[config.mk]
export PLATFORM = sky130hd
export DESIGN_NAME = ha_array_accumulator_8x8
export DESIGN_NICKNAME = d
export VERILOG_FILES = /design/src/rtl/ha_array_accumulator_8x8.sv
export SDC_FILE = /design/constraint.sdc
export NUM_CORES = 1
export LEC_CHECK = 0
export ABC_AREA = 0
export BUFFER_PORTS_ARGS = -buffer_cell sky130_fd_sc_hd__buf_2
export CAP_MARGIN = 40
export CORE_MARGIN = 5
export CORE_UTILIZATION = 50
export CTS_BUF_LIST = sky130_fd_sc_hd__clkbuf_4 sky130_fd_sc_hd__clkbuf_8 sky130_fd_sc_hd__clkbuf_16
export CTS_CLUSTER_DIAMETER = 150
export DETAILED_ROUTE_END_ITERATION = 12
export GPL_TIMING_DRIVEN = 0
export PLACE_DENSITY = 0.74
export SLEW_MARGIN = 20
export SYNTH_ARGS = -nofsm -noshare
export SYNTH_HDL_FRONTEND = slang
export SYNTH_SLANG_ARGS = --single-unit
[constraint.sdc]
create_clock -name clk -period 6.8 [get_ports clk]
set_clock_uncertainty 0.15 [all_clocks]
set_input_delay 0.34 -clock clk [delete_from_list [all_inputs] [get_ports clk]]
set_output_delay 0.34 -clock clk [all_outputs]
set_load 0.02 [all_outputs]
[src/rtl/ha_array_accumulator_8x8.sv]
// Sequential reducer: sums the four ha_array b/t row groups into an OUT_W-bit product, one group per cycle.
// Optional build macro HA_ACC_ZERO_SKIP_EN skips groups whose b and t rows are all zero.
module ha_array_accumulator_8x8 #(
    parameter int OUT_W = 16
) (
    input  logic             clk,
    input  logic             rst_n,
    input  logic             in_valid,
    output logic             in_ready,
    input  logic [6:0]       ha_array_0_b,
    input  logic [6:0]       ha_array_1_b,
    input  logic [6:0]       ha_array_2_b,
    input  logic [6:0]       ha_array_3_b,
    input  logic [8:0]       ha_array_0_t,
    input  logic [8:0]       ha_array_1_t,
    input  logic [8:0]       ha_array_2_t,
    input  logic [8:0]       ha_array_3_t,
    output logic             out_valid,
    input  logic             out_ready,
    output logic [OUT_W-1:0] product
);

    typedef enum logic [1:0] {
        IDLE = 2'd0,
        ACC  = 2'd1,
        DONE = 2'd2
    } state_e;

    state_e           state_q, state_d;
    logic [63:0]      hold_q, hold_d;
    logic [1:0]       idx_q, idx_d;
    logic [OUT_W-1:0] acc_q, acc_d;
    logic [63:0]      in_bus;
    logic [15:0]      cur_grp;
    logic             last_grp;

    // Each 16-bit slot of the holding register is {t[8:0], b[6:0]} for one group.
    assign in_bus = {ha_array_3_t, ha_array_3_b, ha_array_2_t, ha_array_2_b,
                     ha_array_1_t, ha_array_1_b, ha_array_0_t, ha_array_0_b};
    assign cur_grp = hold_q[{idx_q, 4'b0000} +: 16];

    // b rows carry two positions above t rows; the 11-bit group sum is then placed at 2^(2k).
    function automatic logic [OUT_W-1:0] group_val(input logic [15:0] grp, input logic [1:0] k);
        logic [10:0] s;
        s = {2'b00, grp[15:7]} + {2'b00, grp[6:0], 2'b00};
        return OUT_W'(s) << {k, 1'b0};
    endfunction

`ifdef HA_ACC_ZERO_SKIP_EN
    logic [3:0] mask_q, mask_d;
    logic [3:0] in_mask;
    logic [2:0] nxt;

    assign in_mask = {|{ha_array_3_b, ha_array_3_t}, |{ha_array_2_b, ha_array_2_t},
                      |{ha_array_1_b, ha_array_1_t}, |{ha_array_0_b, ha_array_0_t}};

    function automatic logic [1:0] first_set(input logic [3:0] mask);
        logic [1:0] r;
        r = 2'd0;
        for (int i = 3; i >= 0; i--) begin
            if (mask[i]) r = 2'(i);
        end
        return r;
    endfunction

    // Returns {found, index} of the lowest set mask bit strictly above cur.
    function automatic logic [2:0] next_set(input logic [3:0] mask, input logic [1:0] cur);
        logic [2:0] r;
        r = 3'b000;
        for (int i = 3; i >= 0; i--) begin
            if (mask[i] && (i > int'(cur))) r = {1'b1, 2'(i)};
        end
        return r;
    endfunction

    assign nxt      = next_set(mask_q, idx_q);
    assign last_grp = ~nxt[2];
`else
    assign last_grp = (idx_q == 2'd3);
`endif

    always_ff @(posedge clk) begin
        if (!rst_n) begin
            state_q <= IDLE;
        end else begin
            state_q <= state_d;
        end
    end

    always_comb begin
        state_d = state_q;
        case (state_q)
            IDLE:    if (in_valid) state_d = ACC;
            ACC:     if (last_grp) state_d = DONE;
            DONE:    if (out_ready) state_d = IDLE;
            default: state_d = IDLE;
        endcase
    end

    always_comb begin
        in_ready  = (state_q == IDLE);
        out_valid = (state_q == DONE);
        product   = acc_q;
    end

    always_comb begin
        hold_d = hold_q;
        idx_d  = idx_q;
        acc_d  = acc_q;
`ifdef HA_ACC_ZERO_SKIP_EN
        mask_d = mask_q;
`endif
        if (state_q == IDLE && in_valid) begin
            hold_d = in_bus;
            acc_d  = '0;
`ifdef HA_ACC_ZERO_SKIP_EN
            mask_d = in_mask;
            idx_d  = first_set(in_mask);
`else
            idx_d  = 2'd0;
`endif
        end else if (state_q == ACC) begin
`ifdef HA_ACC_ZERO_SKIP_EN
            // An all-zero mask still burns one ACC cycle, but must not add anything.
            if (mask_q[idx_q]) acc_d = acc_q + group_val(cur_grp, idx_q);
            if (nxt[2]) idx_d = nxt[1:0];
`else
            acc_d = acc_q + group_val(cur_grp, idx_q);
            if (!last_grp) idx_d = idx_q + 2'd1;
`endif
        end
    end

    always_ff @(posedge clk) begin
        if (!rst_n) begin
            hold_q <= '0;
            idx_q  <= '0;
            acc_q  <= '0;
`ifdef HA_ACC_ZERO_SKIP_EN
            mask_q <= '0;
`endif
        end else begin
            hold_q <= hold_d;
            idx_q  <= idx_d;
            acc_q  <= acc_d;
`ifdef HA_ACC_ZERO_SKIP_EN
            mask_q <= mask_d;
`endif
        end
    end

endmodule

# Word level (Yosys, flattened, before mapping)
# Index checks and enable logic that the tools add are counted.
dict set report op_classes {
  bitwise_logic 2
  n_shift 2
  muxes 4
  eq_ne 6
  add_sub_neg 3
  n_reduce_logical 5
}
# cell count
set op_table {}
lappend op_table {{$shiftx 64x7->16} 1}
lappend op_table {{$add 16x16->16} 1}
lappend op_table {{$shl 10x3->16} 1}
lappend op_table {{$add 9x9->10} 1}
lappend op_table {{$mux 2} 3}
lappend op_table {{$pmux 2 s3} 1}
lappend op_table {{$eq 2x2->1 const B} 2}
lappend op_table {{$ne 2x2->1 const B} 2}
lappend op_table {{$reduce_and 3->1} 1}
lappend op_table {{$add 2x1->2 const B} 1}
lappend op_table {{$eq 2x1->1 const B} 1}
lappend op_table {{$logic_not 2->1} 1}
lappend op_table {{$ne 2x1->1 const B} 1}
lappend op_table {{$not 1->1} 2}
lappend op_table {{$reduce_and 2->1} 1}
lappend op_table {{$reduce_or 2->1} 1}
lappend op_table {{$logic_and 1x1->1} 1}
dict set report word_totals {
  word_cells 26
  regBits 84
}

# Longest topological paths before layout
# Gate-level depths: netlist of run 1.
dict set report logic_depth {
  ltp_word 4
  ltp_mapped 21
}

# Worst setup path before layout of run 1
# OpenSTA, ideal clock, no wires.
dict set report synth_timing {
  kind {reg2reg}
  from {reg idx_q[0]}
  to {reg acc_q[15] (netlist: product[15])}
  arrival_ns 4.425
  path_slack_ns 2.158
  required_time_ns 6.583
  path_stages_with_launch 19
  period_less_slack_ns 4.642
  n_path_buf 2
  path_cell_list {dfxtp_1 > buf_2 > buf_2 > mux4_2 > ha_1 > and3_1 > a221o_1 > or3_1 > nand3_1 > o21ai_1 > mux2_2 > ha_1 > nand2_1 > o21ba_1 > nor3b_2 > a21oi_2 > xnor2_1 > or3_1 > a21oi_2}
}
dict set report synth_via {
  elab_chain_cells 4
}
# element line
set synth_lines {}
lappend synth_lines {{start: declaration} 31} ;# logic [1:0] idx_q, idx_d;
lappend synth_lines {{start signal: assignment} 144} ;# idx_q <= idx_d;
lappend synth_lines {{$shiftx 64x7->16} 40} ;# assign cur_grp = hold_q[{idx_q, 4'b0000} +: 16];
lappend synth_lines {{$add 9x9->10} 45} ;# s = {2'b00, grp[15:7]} + {2'b00, grp[6:0], 2'b00};
lappend synth_lines {{$shl 10x3->16 *} 46} ;# return OUT_W'(s) << {k, 1'b0};
lappend synth_lines {{$add 16x16->16 *} 128} ;# acc_d = acc_q + group_val(cur_grp, idx_q);
lappend synth_lines {{end signal: assignment} 138} ;# acc_q <= '0;
lappend synth_lines {{end signal: assignment} 145} ;# acc_q <= acc_d;
lappend synth_lines {{end: declaration} 32} ;# logic [OUT_W-1:0] acc_q, acc_d;
# Every way passes the cells marked *; elsewhere a longest branch is shown, timed or not.
# A chain may end at the register's enable or synchronous reset.

# Worst setup path in the final report of run 1
dict set report layout_timing {
  from {reg idx_q[1]}
  to {reg acc_q[15] (netlist: product[15])}
}
# Same word-level chain as after synthesis.

==> results of run 1 <==
==> report_power, final <==
| part | internal [mW] | switching [mW] |
|---|---|---|
| Sequential | 0.519 | 0.0179 |
| Clock | 0.191 | 0.183 |
| Combinational | 0.0924 | 0.131 |
| Total | 0.802 | 0.333 |
==> worst min-delay path, delay by kind of cell <==
family	cells	cell delay, ns
buffers and inverters	1	0.09
AOI/OAI and AO/OA	1	0.06
and+or+nand+nor	1	0.04
==> metrics by stage <==
| step | area [um^2] | cells |
|---|---|---|
| detailed placement | 5263 | 765 |
| finish | 5470 | 780 |
| CTS | 5470 | 780 |
| global placement | 5263 | 765 |
| floorplan | 4698 | 569 |
| global route | 5470 | 780 |
==> worst paths after layout <==
| kind | from | to | cells past startpoint |
|---|---|---|---|
| worst min-delay path | ha_array_2_b[3] | hold_q[35] | 3 |
| worst min register to register | hold_q[50] | hold_q[50] | 2 |
| worst max register to register | idx_q[1] | product[15] | 21 |
| worst max-delay path | idx_q[1] | product[15] | 21 |
==> synthesized netlist by cell type (3+ instances only) <==
| cell | n | area [um^2] |
|---|---|---|
| dfxtp_1 | 84 | 1682 |
| a21oi_1 | 30 | 150.1 |
| a21o_1 | 3 | 22.52 |
| nand2b_1 | 3 | 18.77 |
| buf_2 | 3 | 15.01 |
| xnor2_1 | 7 | 61.31 |
| and2_1 | 4 | 25.02 |
| nand3_1 | 3 | 15.01 |
| buf_1 | 3 | 11.26 |
| mux2_2 | 3 | 33.78 |
| o21ai_0 | 15 | 75.07 |
| ha_1 | 25 | 312.8 |
| o22ai_1 | 5 | 31.28 |
| xor2_1 | 5 | 43.79 |
| inv_1 | 15 | 56.30 |
| and3_1 | 3 | 18.77 |
| mux2i_1 | 4 | 40.04 |
| o21a_1 | 4 | 30.03 |
| clkbuf_1 | 29 | 108.9 |
| a21boi_0 | 65 | 488.0 |
| mux4_2 | 14 | 315.3 |
| nor2b_1 | 8 | 50.05 |
| nor2_1 | 25 | 93.84 |
| nor3_1 | 5 | 25.02 |
| a211oi_1 | 5 | 37.54 |
| o21ai_1 | 3 | 15.01 |
| or3_1 | 3 | 18.77 |
| nand2_1 | 164 | 615.6 |
==> registers in the layout (all words and copies together), names as in the netlist <==
name / cells
product: 16
idx_q: 2
state_q: 2
hold_q: 64
==> final cells by class <==
class	instances	share of cell area [%]
multi-input cells	435	51.65
flip-flops and latches	84	30.74
repair buffers	85	7.777
clock buffers	11	2.768
well taps	111	2.539
plain buffers	35	2.470
clock inverters	4	1.029
inverters	15	1.029
==> cell families (layout without fill, tap and decap cells) <==
kind of cell,Yosys count,in the layout,share of synthesized area (%)
and+or+nand+nor,225,225,19.92
AOI/OAI and AO/OA,150,150,22.18
DFF,84,84,35.79
buffers and inverters,50,150,4.074
adders and majority gates,27,27,7.510
muxes,21,21,8.282
xor gates and xnor gates,12,12,2.237
==> per-layer routing <==
metal / vias to the layer above / routed length [um]
met2: 132 / 5814
met5: - / 0
met3: 11 / 814
met1: 2045 / 5872
li1: 2150 / -
met4: 0 / 109
==> flow_summary.yaml, run 1 <==
run_status:
  status: "finished, final reports clean"
routing:
  postRouteAntennaNets: 0
  drt_wl_total_mm: 12.61
  routedWlPerCell_um: 16.17
  vias_per_cell: 5.562
  drtIter0Drc: 308
  route.detailed.drc: 0
  drt_pass1_iterations: 4
  vias: 4338
timing:
  fin_crit_sh_pct: 81.21
  clock.fmax_ghz: 0.1811
  finalWorstSetupSlack_ns: 1.277
  hold_viol_final: 0
  setup_viol: 0
  period_needed_ns: 5.523
  max_slew_margin_pct: 55.91
  maxSlewViolCount: 0
  tns_ns: 0
  worstMarginPinSlew_ns: 0.6614
  rsz0062_at_grt: "false"
  fin_hold_ws_ns: 0.06980
clock_tree:
  insertion_delay_ns: 0.35
  cts_resized: 0
  cts_setup_buffers: 0
  cts_made_buffers: 9
  cts-root-buf: "clkbuf_8"
  cts_tree: "yes"
  htreeDepth: 3
  clock_path_buffers: 2
  cts_sinks: 84
  cts.clk_slew.worst_paths_ns: 0.09
  cts_hold_buffers: 0
die:
  fp.coreArea_um2: 9196
  io_pins: 86
  start_util_pct: 51.09
  die_w_um: 106.9
  die-area_um2: 11440
  fp.dieH_um: 106.9
  num_rows: 35
place:
  place.gp.congestion: 0.9132
  portBuffers: 85
  dp_slack_ns: 1.391
  hpwlAfterDp_mm: 9.821
worst_setup_path:
  slowest_stage: "buf_1"
  path_cells: "clkbuf_1, buf_1, mux4_2, ha_1, inv_1, fa_1, nor2b_1, o21ai_0, a21oi_1, o21ai_0, nor3b_1, o31ai_1, o21a_1, ha_1, a21oi_1, o21ba_1, nor3b_2, a21oi_2, xnor2_1, or3_1, a21oi_2"
  worstPathMaxFanout: 10
  worstSetupStartpointType: "flip-flop"
  rrSetupSlack_ns: 1.28
  crit_type: "reg2reg"
  cp_num_buf_inv: 3
  path_delay_family: "compound AO/OA/AOI/OAI gates"
  critPathRequiredTime_ns: 6.94
  slowest_delay_ns: 0.57
  cp-end-kind: "flip-flop"
  crit_arrival_ns: 5.66
global_route:
  overflow: 0
  grtUsageMet3_pct: 4.937
  antenna_found_initial: 0
  first_global_vias: 4292
  gr-usage-met1_pct: 31.33
  grt_usage_pct: 23.37
  grt_pass1_wl_mm: 21.11
  grtUsageMet2_pct: 39.12
  busiest_layer: "met2"
  grt_max_degree: 15
synthesis:
  syn_area_per_cell_um2: 8.257
  ys_ff_latch: 84
  synth_area_um2: 4698
  synthesis.nets: 664
  async_flop_share_pct: 0
  syn_inst: 569
  ys_warn_count: 0
  synthFlopType: "dfxtp_1"
  ys_seq_area_share_pct: 35.79
  synth_edf_count: 0
  ys_types: 53
layout:
  postLayoutCoreUtil_pct: 59.48
  fill_cells: 880
  final_common_cell: "nand2_1"
  regArea_um2: 1682
  area_growth_pct: 16.43
  final_nets: 760
  diodes: 0
  multiInputGateArea_um2: 2825
  drive_gt1_share_pct: 19.43
  layout_common_cells: "164 x nand2_1, 88 x buf_2, 84 x dfxtp_1"
power_and_ir_drop:
  power_mw: 1.134
  ir_worst_vdd_mv: 0.1084
  p_leak_nw: 2.268
  p_per_area_nw_per_um2: 207.4
job:
  cap_viol_max_count: 0
min_path:
  min-delay-path-class: "in2reg"
Note: power is estimated with default switching activity, not from simulation.
==> inputs of run 2 (changes only) <==
--- a/config.mk
+++ b/config.mk
@@ -14,7 +14,7 @@
 export CTS_CLUSTER_DIAMETER = 150
 export DETAILED_ROUTE_END_ITERATION = 12
 export GPL_TIMING_DRIVEN = 0
-export PLACE_DENSITY = 0.74
+export PLACE_DENSITY = 0.77
 export SLEW_MARGIN = 20
 export SYNTH_ARGS = -nofsm -noshare
 export SYNTH_HDL_FRONTEND = slang
==> constraint.sdc (replaced) <==
create_clock -name clk -period 4.7 [get_ports clk]
set_clock_uncertainty 0.15 [all_clocks]
set_input_delay 0.235 -clock clk [delete_from_list [all_inputs] [get_ports clk]]
set_output_delay 0.235 -clock clk [all_outputs]
set_load 0.02 [all_outputs]
==> run 2 against run 1 <==
Sequential power is 45% higher. Total power rose by 59%. Clock power increased by 61%. Die area unchanged. Global-route usage rose by 2.3 points. Utilization is 11 points higher. Highest routed layer unchanged. Flip-flop and latch count is the same.
==> flow_summary.yaml, run 2 (synthesis results as in run 1) <==
power_and_ir_drop:
  p_per_area_nw_per_um2: 279.2
  p_leak_nw: 2.622
  power_mw: 1.800
  ir_worst_vdd_mv: 0.1855
clock_tree:
  clock_path_buffers: 2
  cts.clk_slew.worst_paths_ns: 0.09
  cts_sinks: 84
  insertion_delay_ns: 0.37
  htreeDepth: 3
  cts-root-buf: "clkbuf_8"
  cts_made_buffers: 9
  cts_tree: "yes"
worst_setup_path:
  crit_start: "idx_q[1]"
  cp-end-kind: "flip-flop"
  slowest_delay_ns: 0.43
  worstPathMaxFanout: 10
  rrSetupSlack_ns: 0.05
  cp_num_buf_inv: 3
  critPathRequiredTime_ns: 4.85
  critPathMostFrequentCell: "a21oi_2"
  r2r_start: "idx_q[1]"
  slowest_stage: "a2111o_1"
  rr_worst_depth: 20
  timing.rr.end: "product[15]"
  worstSetupStartpointType: "flip-flop"
  cp-endpoint: "product[15]"
  path_delay_family: "compound AO/OA/AOI/OAI gates"
  crit_type: "reg2reg"
  cp.depth: 20
  crit_arrival_ns: 4.80
  path_cells: "buf_4, buf_6, mux4_2, ha_4, inv_2, fa_2, nor2b_1, o21ai_2, a21oi_2, nor2_2, mux2_2, nor2_1, a21oi_1, ha_1, a2111o_1, o21ai_2, a21oi_2, xnor2_2, or3_4, a21oi_2"
routing:
  drt_wl_total_mm: 15.18
  route.detailed.drc: 0
  vias: 4915
  vias_per_cell: 5.755
  routedWlPerCell_um: 17.78
  drtIter0Drc: 397
  postRouteAntennaNets: 0
  drt_pass1_iterations: 5
timing:
  clock.fmax_ghz: 0.2150
  period_needed_ns: 4.650
  worstMarginPinSlew_ns: 0.6090
  fin_crit_sh_pct: 98.95
  rsz0062_at_grt: "true"
  max_slew_margin_pct: 59.40
  setup_viol: 0
  hold_viol_final: 0
  fin_hold_ws_ns: 0.01095
  finalWorstSetupSlack_ns: 0.04958
  tns_ns: 0
  maxSlewViolCount: 0
global_route:
  overflow: 0
  busiest_layer: "met2"
  grt_max_degree: 17
  first_global_vias: 4858
  grt_usage_pct: 25.71
  grt_pass1_wl_mm: 23.16
  antenna_found_initial: 0
  grtUsageMet2_pct: 44.20
  gr-usage-met1_pct: 31.32
  grtUsageMet3_pct: 5.479
die:
  fp.coreArea_um2: 9196
  die-area_um2: 11440
  die_w_um: 106.9
  start_util_pct: 51.09
  num_rows: 35
  io_pins: 86
  fp.dieH_um: 106.9
layout:
  largest_reg_flops: 64
  multiInputGateArea_um2: 3023
  final_common_cell: "nand2_1"
  area_growth_pct: 37.23
  diodes: 0
  postLayoutCoreUtil_pct: 70.11
  final_nets: 833
  drive_gt1_share_pct: 23.82
  layout_common_cells: "164 x nand2_1, 86 x buf_2, 83 x dfxtp_1"
  regArea_um2: 1685
  fill_cells: 685
  largest_register: "hold_q"
place:
  place.gp.congestion: 0.9174
  dp_slack_ns: -0.7223
  hpwlAfterDp_mm: 10.03
  portBuffers: 85
job:
  cap_viol_max_count: 0
min_path:
  min-delay-path-class: "in2reg"
  holdPathStages: 3
run_status:
  status: "finished, final reports clean"
-- run 2: cell types whose count changed in the layout (fill, tap and decap cells not counted), sizes merged --
cell,delta
clkbuf,-3
inv,+2
clkinv,-1
dlygate4sd3,+60
buf,+14
bufinv,+1
clkinvlp,+1
-- run 2: layout make-up --
class                      count  share of cell area, %
buffer                        34                  2.542
clock buffer                   9                  1.921
clock inverter                 7                  1.630
inverter                      15                 0.8733
multi-input combinational    435                  46.89
sequential                    84                  26.14
tap                          111                  2.154
timing repair buffer         159                  17.85
-- run 2: where the power goes --
| part | switching (mW) | internal (mW) |
|---|---|---|
| sequential | 0.0290 | 0.750 |
| combinational | 0.221 | 0.196 |
| clock | 0.296 | 0.308 |
| total | 0.546 | 1.25 |
-- run 2: worst min path at each step --
stage | end | slack [ns] | from
final | hold_q[9] | 0.01 | ha_array_0_t[2]
after floorplan | hold_q[25] | 0.23 | ha_array_1_t[2]
after global placement | hold_q[7] | 0.30 | hold_q[7]
after detailed placement | hold_q[52] | 0.31 | hold_q[52]
after CTS | hold_q[9] | 0.0006 | ha_array_0_t[2]
after global routing | hold_q[46] | -0.0006 | ha_array_2_t[7]
-- run 2: per-stage QoR --
| stage | std cells | area, um^2 |
|---|---|---|
| 4_1_cts | 844 | 6167 |
| 6_report | 854 | 6447 |
| 5_1_grt | 854 | 6447 |
| 2_1_floorplan | 569 | 4698 |
| 3_3_place_gp | 765 | 5263 |
| 3_5_place_dp | 765 | 5263 |
-- run 2: timing repair --
item                                    CTS  global route
pin swaps                                 2            17
endpoints found under the setup margin    8             7
endpoints found under the hold margin    60             0
resized for setup                        16            46
hold buffers                             60             0
cloned                                    0             0
buffers inserted                          3            11
-- run 2: worst reg2reg max path, delay by kind of cell, from the launching register on --
kind | cells | cell delay (ns)
compound gates | 7 | 1.28
xor+xnor | 1 | 0.14
fa+ha+maj | 3 | 0.90
buf+inv | 3 | 0.41
flops | 1 | 0.35
mux | 2 | 0.56
simple gates | 4 | 0.81
-- run 2: per-layer routing --
metal  share of wire (%)  wire (um)
met4                 3.8        583
met2                  48       7363
met5                   0          0
met1                  40       6070
met3                 7.7       1166
